`src/rtl/rgb2hsv_pkg.sv`:
```
// ============================================================================
// Module      : rgb2hsv_pkg
// Description : Shared channel indices, sector bases and latency formula
//               for the RGB-to-HSV pipeline.
// Revision    : 1.0 - initial release
// ============================================================================
`default_nettype none

package rgb2hsv_pkg;

    typedef enum logic [1:0] {
        CH_R = 2'd0,
        CH_G = 2'd1,
        CH_B = 2'd2
    } ch_e;

    // Hue sector base, in units of HUE_SECT, for each max channel
    localparam int SECT_MUL_R = 0;
    localparam int SECT_MUL_G = 2;
    localparam int SECT_MUL_B = 4;

    function automatic int lat_of(input int dw);
        return dw + 3;
    endfunction

    function automatic int sect_base(input ch_e ch, input int hue_sect);
        case (ch)
            CH_G:    return SECT_MUL_G * hue_sect;
            CH_B:    return SECT_MUL_B * hue_sect;
            default: return SECT_MUL_R * hue_sect;
        endcase
    endfunction

endpackage

`default_nettype wire

```
`src/rtl/hsv_div_pipe.sv`:
```
// ============================================================================
// Module      : hsv_div_pipe
// Description : DW-stage pipelined restoring divider, one quotient bit per
//               stage (MSB first); a zero flag travels alongside and forces 0.
// Revision    : 1.0 - initial release
// ============================================================================
`default_nettype none

module hsv_div_pipe #(
    parameter int DW = 8
) (
    input  logic              clk,
    input  logic              rst_n,
    input  logic [2*DW-1:0]   dividend,
    input  logic [DW-1:0]     divisor,
    input  logic              zero_in,
    output logic [DW-1:0]     quotient,
    output logic              zero_out
);

    logic [2*DW-1:0] r_rem [1:DW];
    logic [DW-1:0]   r_div [1:DW];
    logic [DW-1:0]   r_q   [1:DW];
    logic            r_zf  [1:DW];

    logic [2*DW-1:0] w_rem_in [0:DW-1];
    logic [DW-1:0]   w_div_in [0:DW-1];
    logic [DW-1:0]   w_q_in   [0:DW-1];
    logic            w_zf_in  [0:DW-1];
    logic [2*DW-1:0] w_sh     [0:DW-1];
    logic            w_ge     [0:DW-1];
    logic [2*DW-1:0] w_rem_nx [0:DW-1];

    // Stage s decides quotient bit DW-1-s against the divisor shifted up by that bit
    always_comb begin
        for (int s = 0; s < DW; s++) begin
            if (s == 0) begin
                w_rem_in[s] = dividend;
                w_div_in[s] = divisor;
                w_q_in[s]   = '0;
                w_zf_in[s]  = zero_in;
            end else begin
                w_rem_in[s] = r_rem[s];
                w_div_in[s] = r_div[s];
                w_q_in[s]   = r_q[s];
                w_zf_in[s]  = r_zf[s];
            end
            w_sh[s]     = {{DW{1'b0}}, w_div_in[s]} << (DW - 1 - s);
            w_ge[s]     = (w_rem_in[s] >= w_sh[s]);
            w_rem_nx[s] = w_ge[s] ? (w_rem_in[s] - w_sh[s]) : w_rem_in[s];
        end
    end

    always_ff @(posedge clk or negedge rst_n) begin
        if (!rst_n) begin
            for (int s = 1; s <= DW; s++) begin
                r_rem[s] <= '0;
                r_div[s] <= '0;
                r_q[s]   <= '0;
                r_zf[s]  <= 1'b0;
            end
        end else begin
            for (int s = 0; s < DW; s++) begin
                r_rem[s+1] <= w_rem_nx[s];
                r_div[s+1] <= w_div_in[s];
                r_q[s+1]   <= {w_q_in[s][DW-2:0], w_ge[s]};
                r_zf[s+1]  <= w_zf_in[s];
            end
        end
    end

    assign quotient = r_zf[DW] ? '0 : r_q[DW];
    assign zero_out = r_zf[DW];

endmodule

`default_nettype wire

```
`src/rtl/rgb2hsv_pipe.sv`:
```
// ============================================================================
// Module      : rgb2hsv_pipe
// Description : Fully pipelined RGB-to-HSV converter, one pixel per clock,
//               fixed latency DW+3 with syncs delayed to match.
// Revision    : 1.0 - initial release
// ============================================================================
`default_nettype none

module rgb2hsv_pipe
    import rgb2hsv_pkg::*;
#(
    parameter int DW       = 8,
    parameter int HUE_SECT = 42,
    parameter int SAT_MODE = 1,
    parameter int HUE_EN   = 1
) (
    input  logic              clk,
    input  logic              rst_n,
    input  logic              in_hs,
    input  logic              in_vs,
    input  logic              in_de,
    input  logic [3*DW-1:0]   in_rgb,
    output logic              hsv_hs,
    output logic              hsv_vs,
    output logic              hsv_de,
    output logic [3*DW-1:0]   hsv
);

    localparam int              c_lat       = lat_of(DW);
    localparam logic [DW+1:0]   c_hue_full  = (DW+2)'(6 * HUE_SECT);
    localparam logic [2*DW-1:0] c_hue_scale = (2*DW)'(HUE_SECT);
    localparam logic [2*DW-1:0] c_sat_scale = (2*DW)'((2**DW) - 1);

    // Stage 1: max/min select and signed hue numerator
    logic [DW-1:0]   w_r, w_g, w_b, w_max, w_min, w_min_rg;
    logic signed [DW:0] w_num;
    ch_e             w_idx;

    assign w_r      = in_rgb[3*DW-1:2*DW];
    assign w_g      = in_rgb[2*DW-1:DW];
    assign w_b      = in_rgb[DW-1:0];
    assign w_min_rg = (w_r < w_g) ? w_r : w_g;
    assign w_min    = (w_min_rg < w_b) ? w_min_rg : w_b;

    always_comb begin
        w_idx = CH_R;
        w_max = w_r;
        w_num = $signed({1'b0, w_g}) - $signed({1'b0, w_b});
        if (w_r >= w_g && w_r >= w_b) begin
            w_idx = CH_R;
            w_max = w_r;
            w_num = $signed({1'b0, w_g}) - $signed({1'b0, w_b});
        end else if (w_g >= w_b) begin
            w_idx = CH_G;
            w_max = w_g;
            w_num = $signed({1'b0, w_b}) - $signed({1'b0, w_r});
        end else begin
            w_idx = CH_B;
            w_max = w_b;
            w_num = $signed({1'b0, w_r}) - $signed({1'b0, w_g});
        end
    end

    logic [DW-1:0]      r1_max, r1_min;
    logic signed [DW:0] r1_num;
    ch_e                r1_idx;

    always_ff @(posedge clk or negedge rst_n) begin
        if (!rst_n) begin
            r1_max <= '0;
            r1_min <= '0;
            r1_num <= '0;
            r1_idx <= CH_R;
        end else begin
            r1_max <= w_max;
            r1_min <= w_min;
            r1_num <= w_num;
            r1_idx <= w_idx;
        end
    end

    // Stage 2: delta and divider operands
    logic [DW-1:0]   w_delta;
    logic [DW:0]     w_abs;
    logic [2*DW-1:0] r2_hue_dvd, r2_sat_dvd;
    logic [DW-1:0]   r2_delta, r2_max, r2_base;
    logic            r2_neg, r2_hue_zf, r2_sat_zf;

    assign w_delta = r1_max - r1_min;
    assign w_abs   = r1_num[DW] ? -r1_num : r1_num;

    always_ff @(posedge clk or negedge rst_n) begin
        if (!rst_n) begin
            r2_hue_dvd <= '0;
            r2_sat_dvd <= '0;
            r2_delta   <= '0;
            r2_max     <= '0;
            r2_base    <= '0;
            r2_neg     <= 1'b0;
            r2_hue_zf  <= 1'b0;
            r2_sat_zf  <= 1'b0;
        end else begin
            r2_hue_dvd <= (2*DW)'(w_abs) * c_hue_scale;
            r2_sat_dvd <= (2*DW)'(w_delta) * c_sat_scale;
            r2_delta   <= w_delta;
            r2_max     <= r1_max;
            r2_base    <= DW'(sect_base(r1_idx, HUE_SECT));
            r2_neg     <= r1_num[DW];
            r2_hue_zf  <= (w_delta == '0);
            r2_sat_zf  <= (r1_max == '0);
        end
    end

    // Sign, sector base and value ride alongside the dividers
    logic [2*DW:0] r_side [1:DW];
    logic [2:0]    r_sync [1:c_lat];

    always_ff @(posedge clk or negedge rst_n) begin
        if (!rst_n) begin
            for (int i = 1; i <= DW; i++)    r_side[i] <= '0;
            for (int i = 1; i <= c_lat; i++) r_sync[i] <= '0;
        end else begin
            r_side[1] <= {r2_neg, r2_base, r2_max};
            for (int i = 2; i <= DW; i++)    r_side[i] <= r_side[i-1];
            r_sync[1] <= {in_hs, in_vs, in_de};
            for (int i = 2; i <= c_lat; i++) r_sync[i] <= r_sync[i-1];
        end
    end

    logic          w_neg;
    logic [DW-1:0] w_base, w_val, w_hue, w_sat;

    assign w_neg  = r_side[DW][2*DW];
    assign w_base = r_side[DW][2*DW-1:DW];
    assign w_val  = r_side[DW][DW-1:0];

    if (HUE_EN != 0) begin : g_hue
        logic [DW-1:0] w_q;
        logic          w_zf;
        logic [DW+1:0] w_h_raw;

        hsv_div_pipe #(.DW(DW)) u_hue_div (
            .clk      (clk),
            .rst_n    (rst_n),
            .dividend (r2_hue_dvd),
            .divisor  (r2_delta),
            .zero_in  (r2_hue_zf),
            .quotient (w_q),
            .zero_out (w_zf)
        );

        // Negative offsets are lifted by one full turn so the subtraction never underflows
        assign w_h_raw = w_neg ? ({2'b00, w_base} + c_hue_full - {2'b00, w_q})
                               : ({2'b00, w_base} + {2'b00, w_q});
        assign w_hue   = (w_h_raw >= c_hue_full) ? DW'(w_h_raw - c_hue_full) : DW'(w_h_raw);
    end else begin : g_no_hue
        assign w_hue = '0;
    end

    if (SAT_MODE != 0) begin : g_sat_div
        logic w_zf;

        hsv_div_pipe #(.DW(DW)) u_sat_div (
            .clk      (clk),
            .rst_n    (rst_n),
            .dividend (r2_sat_dvd),
            .divisor  (r2_max),
            .zero_in  (r2_sat_zf),
            .quotient (w_sat),
            .zero_out (w_zf)
        );
    end else begin : g_sat_raw
        logic [DW-1:0] r_dly [1:DW];

        always_ff @(posedge clk or negedge rst_n) begin
            if (!rst_n) begin
                for (int i = 1; i <= DW; i++) r_dly[i] <= '0;
            end else begin
                r_dly[1] <= r2_delta;
                for (int i = 2; i <= DW; i++) r_dly[i] <= r_dly[i-1];
            end
        end

        assign w_sat = r_dly[DW];
    end

    logic [3*DW-1:0] r_hsv;

    always_ff @(posedge clk or negedge rst_n) begin
        if (!rst_n) begin
            r_hsv <= '0;
        end else begin
            r_hsv <= r_sync[c_lat-1][0] ? {w_hue, w_sat, w_val} : '0;
        end
    end

    assign hsv    = r_hsv;
    assign hsv_hs = r_sync[c_lat][2];
    assign hsv_vs = r_sync[c_lat][1];
    assign hsv_de = r_sync[c_lat][0];

endmodule

`default_nettype wire

```
`config.mk`:
```
export PLATFORM = sky130hd
export DESIGN_NAME = rgb2hsv_pipe
export DESIGN_NICKNAME = d
export VERILOG_FILES = /design/src/rtl/rgb2hsv_pkg.sv /design/src/rtl/hsv_div_pipe.sv /design/src/rtl/rgb2hsv_pipe.sv
export SDC_FILE = /design/constraint.sdc
export NUM_CORES = 1
export LEC_CHECK = 0
export ABC_AREA = 0
export ABC_CLOCK_PERIOD_IN_PS = 7400
export CORE_ASPECT_RATIO = 0.6
export CORE_MARGIN = 3
export CORE_UTILIZATION = 64
export DETAILED_ROUTE_END_ITERATION = 8
export DONT_BUFFER_PORTS = 1
export PLACE_DENSITY = 0.86
export SYNTH_ARGS = -nofsm -noshare
export SYNTH_HDL_FRONTEND = slang
export SYNTH_SLANG_ARGS = --single-unit
```
`constraint.sdc`:
```
create_clock -name clk -period 7.4 [get_ports clk]
set_input_delay 0.74 -clock clk [delete_from_list [all_inputs] [get_ports clk]]
set_output_delay 0.74 -clock clk [all_outputs]
set_load 0.03 [all_outputs]
```
==> summary.txt <==
initial core utilization: 0.6598
main combinational cell family by area after synthesis: adder cells
WS Path Type: flip-flop to flip-flop
DRT iter0 DRCs: 1815
max_slew headroom: 0.09523
max_cap viols: 0
Clock Path Buffers: 3
area grow syn2layout: 8.232%
register area share after synthesis: 0.5129
CTS tree: built
most frequent cells in the layout: 576 x dfrtp_1, 309 x inv_1, 258 x ha_1
DR vias: 18610
clock net sink count: 576
Net Count, Synth: 2861
mux cell area share after synthesis: 0.03116
Port Buf Inserts: 0
most common cell after layout, fill and taps aside: dfrtp_1
critical path's largest stage delay: 0.55 ns
overall global routing resource usage: 0.2543
synth warn: 0
CTS clock-pin slew for the worst setup and hold paths: 0.07 ns
Placeable Area: 0.04260 mm2
fraction of layout cells with a size suffix above 1: 0.05613
CTS resizes: 0
gr ovfl total: 0
status: complete, but fails checks
number of remaining DRC errors: 0
DIE AREA: 0.04655 mm2
antenna-violating nets left: 0
footprint of the multi-input gates: 0.01244 mm2
Worst path most repeated cell: inv_1
#FFs+latches synth: 576
Max Slew Vio Count: 0
Post-Synth Simple-Gate Area: 0.1093
Netlist cell types: 73
startpoint types: flip-flop
critical path data arrival time: 6.33 ns
Min Hold Slack: -0.1486 ns
Compound-Gate Fraction of Synth Area: 0.1081
Req. time, crit path: 7.86 ns
router iterations before antenna repair: 6
worst clock skew: 0.01390 ns
pre-CTS setup slack: 1.597 ns
Setup Viol. Count Final: 0
IO Pins: 56
worst min-delay path class: input pin to asynchronous set/reset pin
post-DP HPWL: 42830 um
Synth Area in Adders: 0.1458
# H-tree levels: 2
async set-reset flop share out of synthesis: 1.000
final hold viol count: 138
routability cong.: 0.9150
CTS buffer count: 49
ys flop type: dfrtp_1
Clock Root Buffer: clkbuf_16
Critical Path, Cell by Cell: ha_1, nor2b_1, o31a_1, a21oi_1, inv_1, fa_1, inv_1, ha_1, xor2_1, fa_1, inv_1, fa_1, inv_1, ha_1, or2_2, a21oi_1, a21oi_1, a2111oi_0, o21bai_1, xnor2_1
clock latency on the worst-skew pair: 0.58 ns
Synth Area in XOR/XNOR: 0.04737
WL final: 58330 um
Filler Cell Count: 2801
RSZ-0062 raised after global routing: false
CP max stage cell: fa_1
EDFF count, synth: 0
ANT cells: 0
Layout Nets: 2890
final worst slack: 1.523 ns
Die Y: 168.3 um
CP Capture Type: flip-flop
synthesized area per cell: 11.10 um2
number of global-route vias before repair: 18950
register area: 0.01441 mm2
first-pass GRT wire length: 96830 um
Post-Syn Area: 0.02810 mm2
Die Span X: 276.5 um
WL/cell: 18.39 um
failing checks: negative hold slack
vias per cell: 5.870
Slew @ Worst Pin: 1.351 ns
fin crit share: 0.7942
initial antenna violation count: 0
cell count after synthesis: 2531
maximum clock frequency: 170.2 MHz
total negative slack: 0 ns
crit-path max FO: 6
pin count of the biggest net entering global routing: 577
num rows: 58
minimum clock period: 5.877 ns
[kinds of logic after synthesis]
group,count (synthesis)
XOR/XNOR,152
flip-flops,576
AND/OR/NAND/NOR,596
buffers and inverters,338
multiplexers,79
AO/OA/AOI/OAI,488
adder cells (fa/ha/maj),302
[per-stage QoR]
step                area (um2)  std cells  hold slack (ns)    util
floorplan                28100       2531           0.3312       -
global placement         28770       3079           0.3312  0.6754
detailed placement       28770       3079           0.3347  0.6754
CTS                      30420       3171          -0.1811  0.7141
global route             30420       3171          -0.1798  0.7141
finish                   30420       3171          -0.1486  0.7141
[worst max-delay path: cells and delay by family, from the launching register on]
family,cells,cell delay (ns)
fa+ha+maj,6,2.59
buf+inv,4,0.40
compound gates,6,1.61
xor+xnor,2,0.32
simple gates,2,0.43
flops,1,0.44
[what timing repair did]
item	4_1_cts	5_1_grt
endpoints found under the hold margin	576	508
endpoints found under the setup margin	0	0
setup buffers	0	0
[registers in the layout, summed over array words and instances (netlist names), 9 cells and up]
register	flops
g_hue.u_hue_div.r_div	49
r_sync	30
r1_num	9
g_sat_div.u_sat_div.r_rem	112
g_hue.u_hue_div.r_rem	105
hsv	24
r2_hue_dvd	14
r2_sat_dvd	15
g_hue.u_hue_div.r_q	36
g_sat_div.u_sat_div.r_q	36
r_side	39
g_sat_div.u_sat_div.r_div	49
[cell type report]
type                       instances  share of cell area
sequential                       576              0.4739
multi-input combinational       1617              0.4088
clock buffer                      66             0.04504
inverter                         310             0.03825
tap                              570             0.02345
clock inverter                    26            0.009091
timing repair buffer               6            0.001481
[worst paths after layout]
| check | startpoint | cells past startpoint | slack [ns] | end |
|---|---|---|---|---|
| setup / recovery | r1_max[1] | 20 | 1.52 | r2_sat_dvd[15] |
| hold / removal | rst_n | 0 | -0.15 | r_side[6] |
| setup reg to reg | r1_max[1] | 20 | 1.52 | r2_sat_dvd[15] |
| hold reg to reg | g_sat_div.u_sat_div.r_q[27] | 0 | 0.34 | g_sat_div.u_sat_div.r_q[20] |
| max in group asynchronous | rst_n | 0 | 6.65 | r1_num[3] |
| min in group clk | in_de | 0 | 0.18 | r_sync[30] |
[Yosys cell counts, types with 4 or more instances]
library cell / instances / area (um2)
nand4b_1: 8 / 70.07
mux2_4: 7 / 105.1
o21ai_0: 139 / 695.7
nor3b_1: 9 / 67.56
o31ai_1: 21 / 157.7
a211oi_1: 20 / 150.1
or4_1: 11 / 82.58
a21boi_0: 15 / 112.6
mux2i_1: 32 / 320.3
nand2_1: 121 / 454.2
a21oi_1: 130 / 650.6
nor2b_1: 64 / 400.4
and3_1: 8 / 50.05
o41ai_1: 4 / 35.03
nor4_1: 21 / 131.4
nor3_1: 44 / 220.2
or4b_2: 4 / 40.04
mux2_2: 32 / 360.4
nand4_1: 21 / 131.4
mux2_1: 8 / 90.09
o21a_1: 41 / 307.8
dfrtp_1: 576 / 14410
o31a_1: 8 / 70.07
nand2b_1: 40 / 250.2
inv_1: 309 / 1160
and2_1: 19 / 118.9
xnor2_1: 96 / 840.8
nor2_1: 150 / 563.0
ha_1: 258 / 3228
o211ai_1: 8 / 60.06
or2_2: 7 / 43.79
or3_1: 23 / 143.9
o21ai_1: 9 / 45.04
nand3_1: 27 / 135.1
nor4b_1: 5 / 43.79
o311ai_0: 4 / 35.03
a31oi_1: 8 / 50.05
fa_1: 43 / 860.8
a2111oi_0: 6 / 52.55
a21o_1: 38 / 285.3
clkbuf_1: 24 / 90.09
nand3b_1: 4 / 30.03
xor2_1: 56 / 490.5
[per-layer routing]
metal,routed length (um),share of wire,up-vias,GRT usage
li1,-,-,8704,-
met1,26670,0.46,9213,0.3675
met2,26630,0.46,590,0.4023
met3,3711,0.064,107,0.04712
met4,1314,0.023,0,0.06650
met5,0,0,-,0
Power is not shown: default switching activity piles up to over one toggle a cycle in this logic, so the estimate is an artifact.
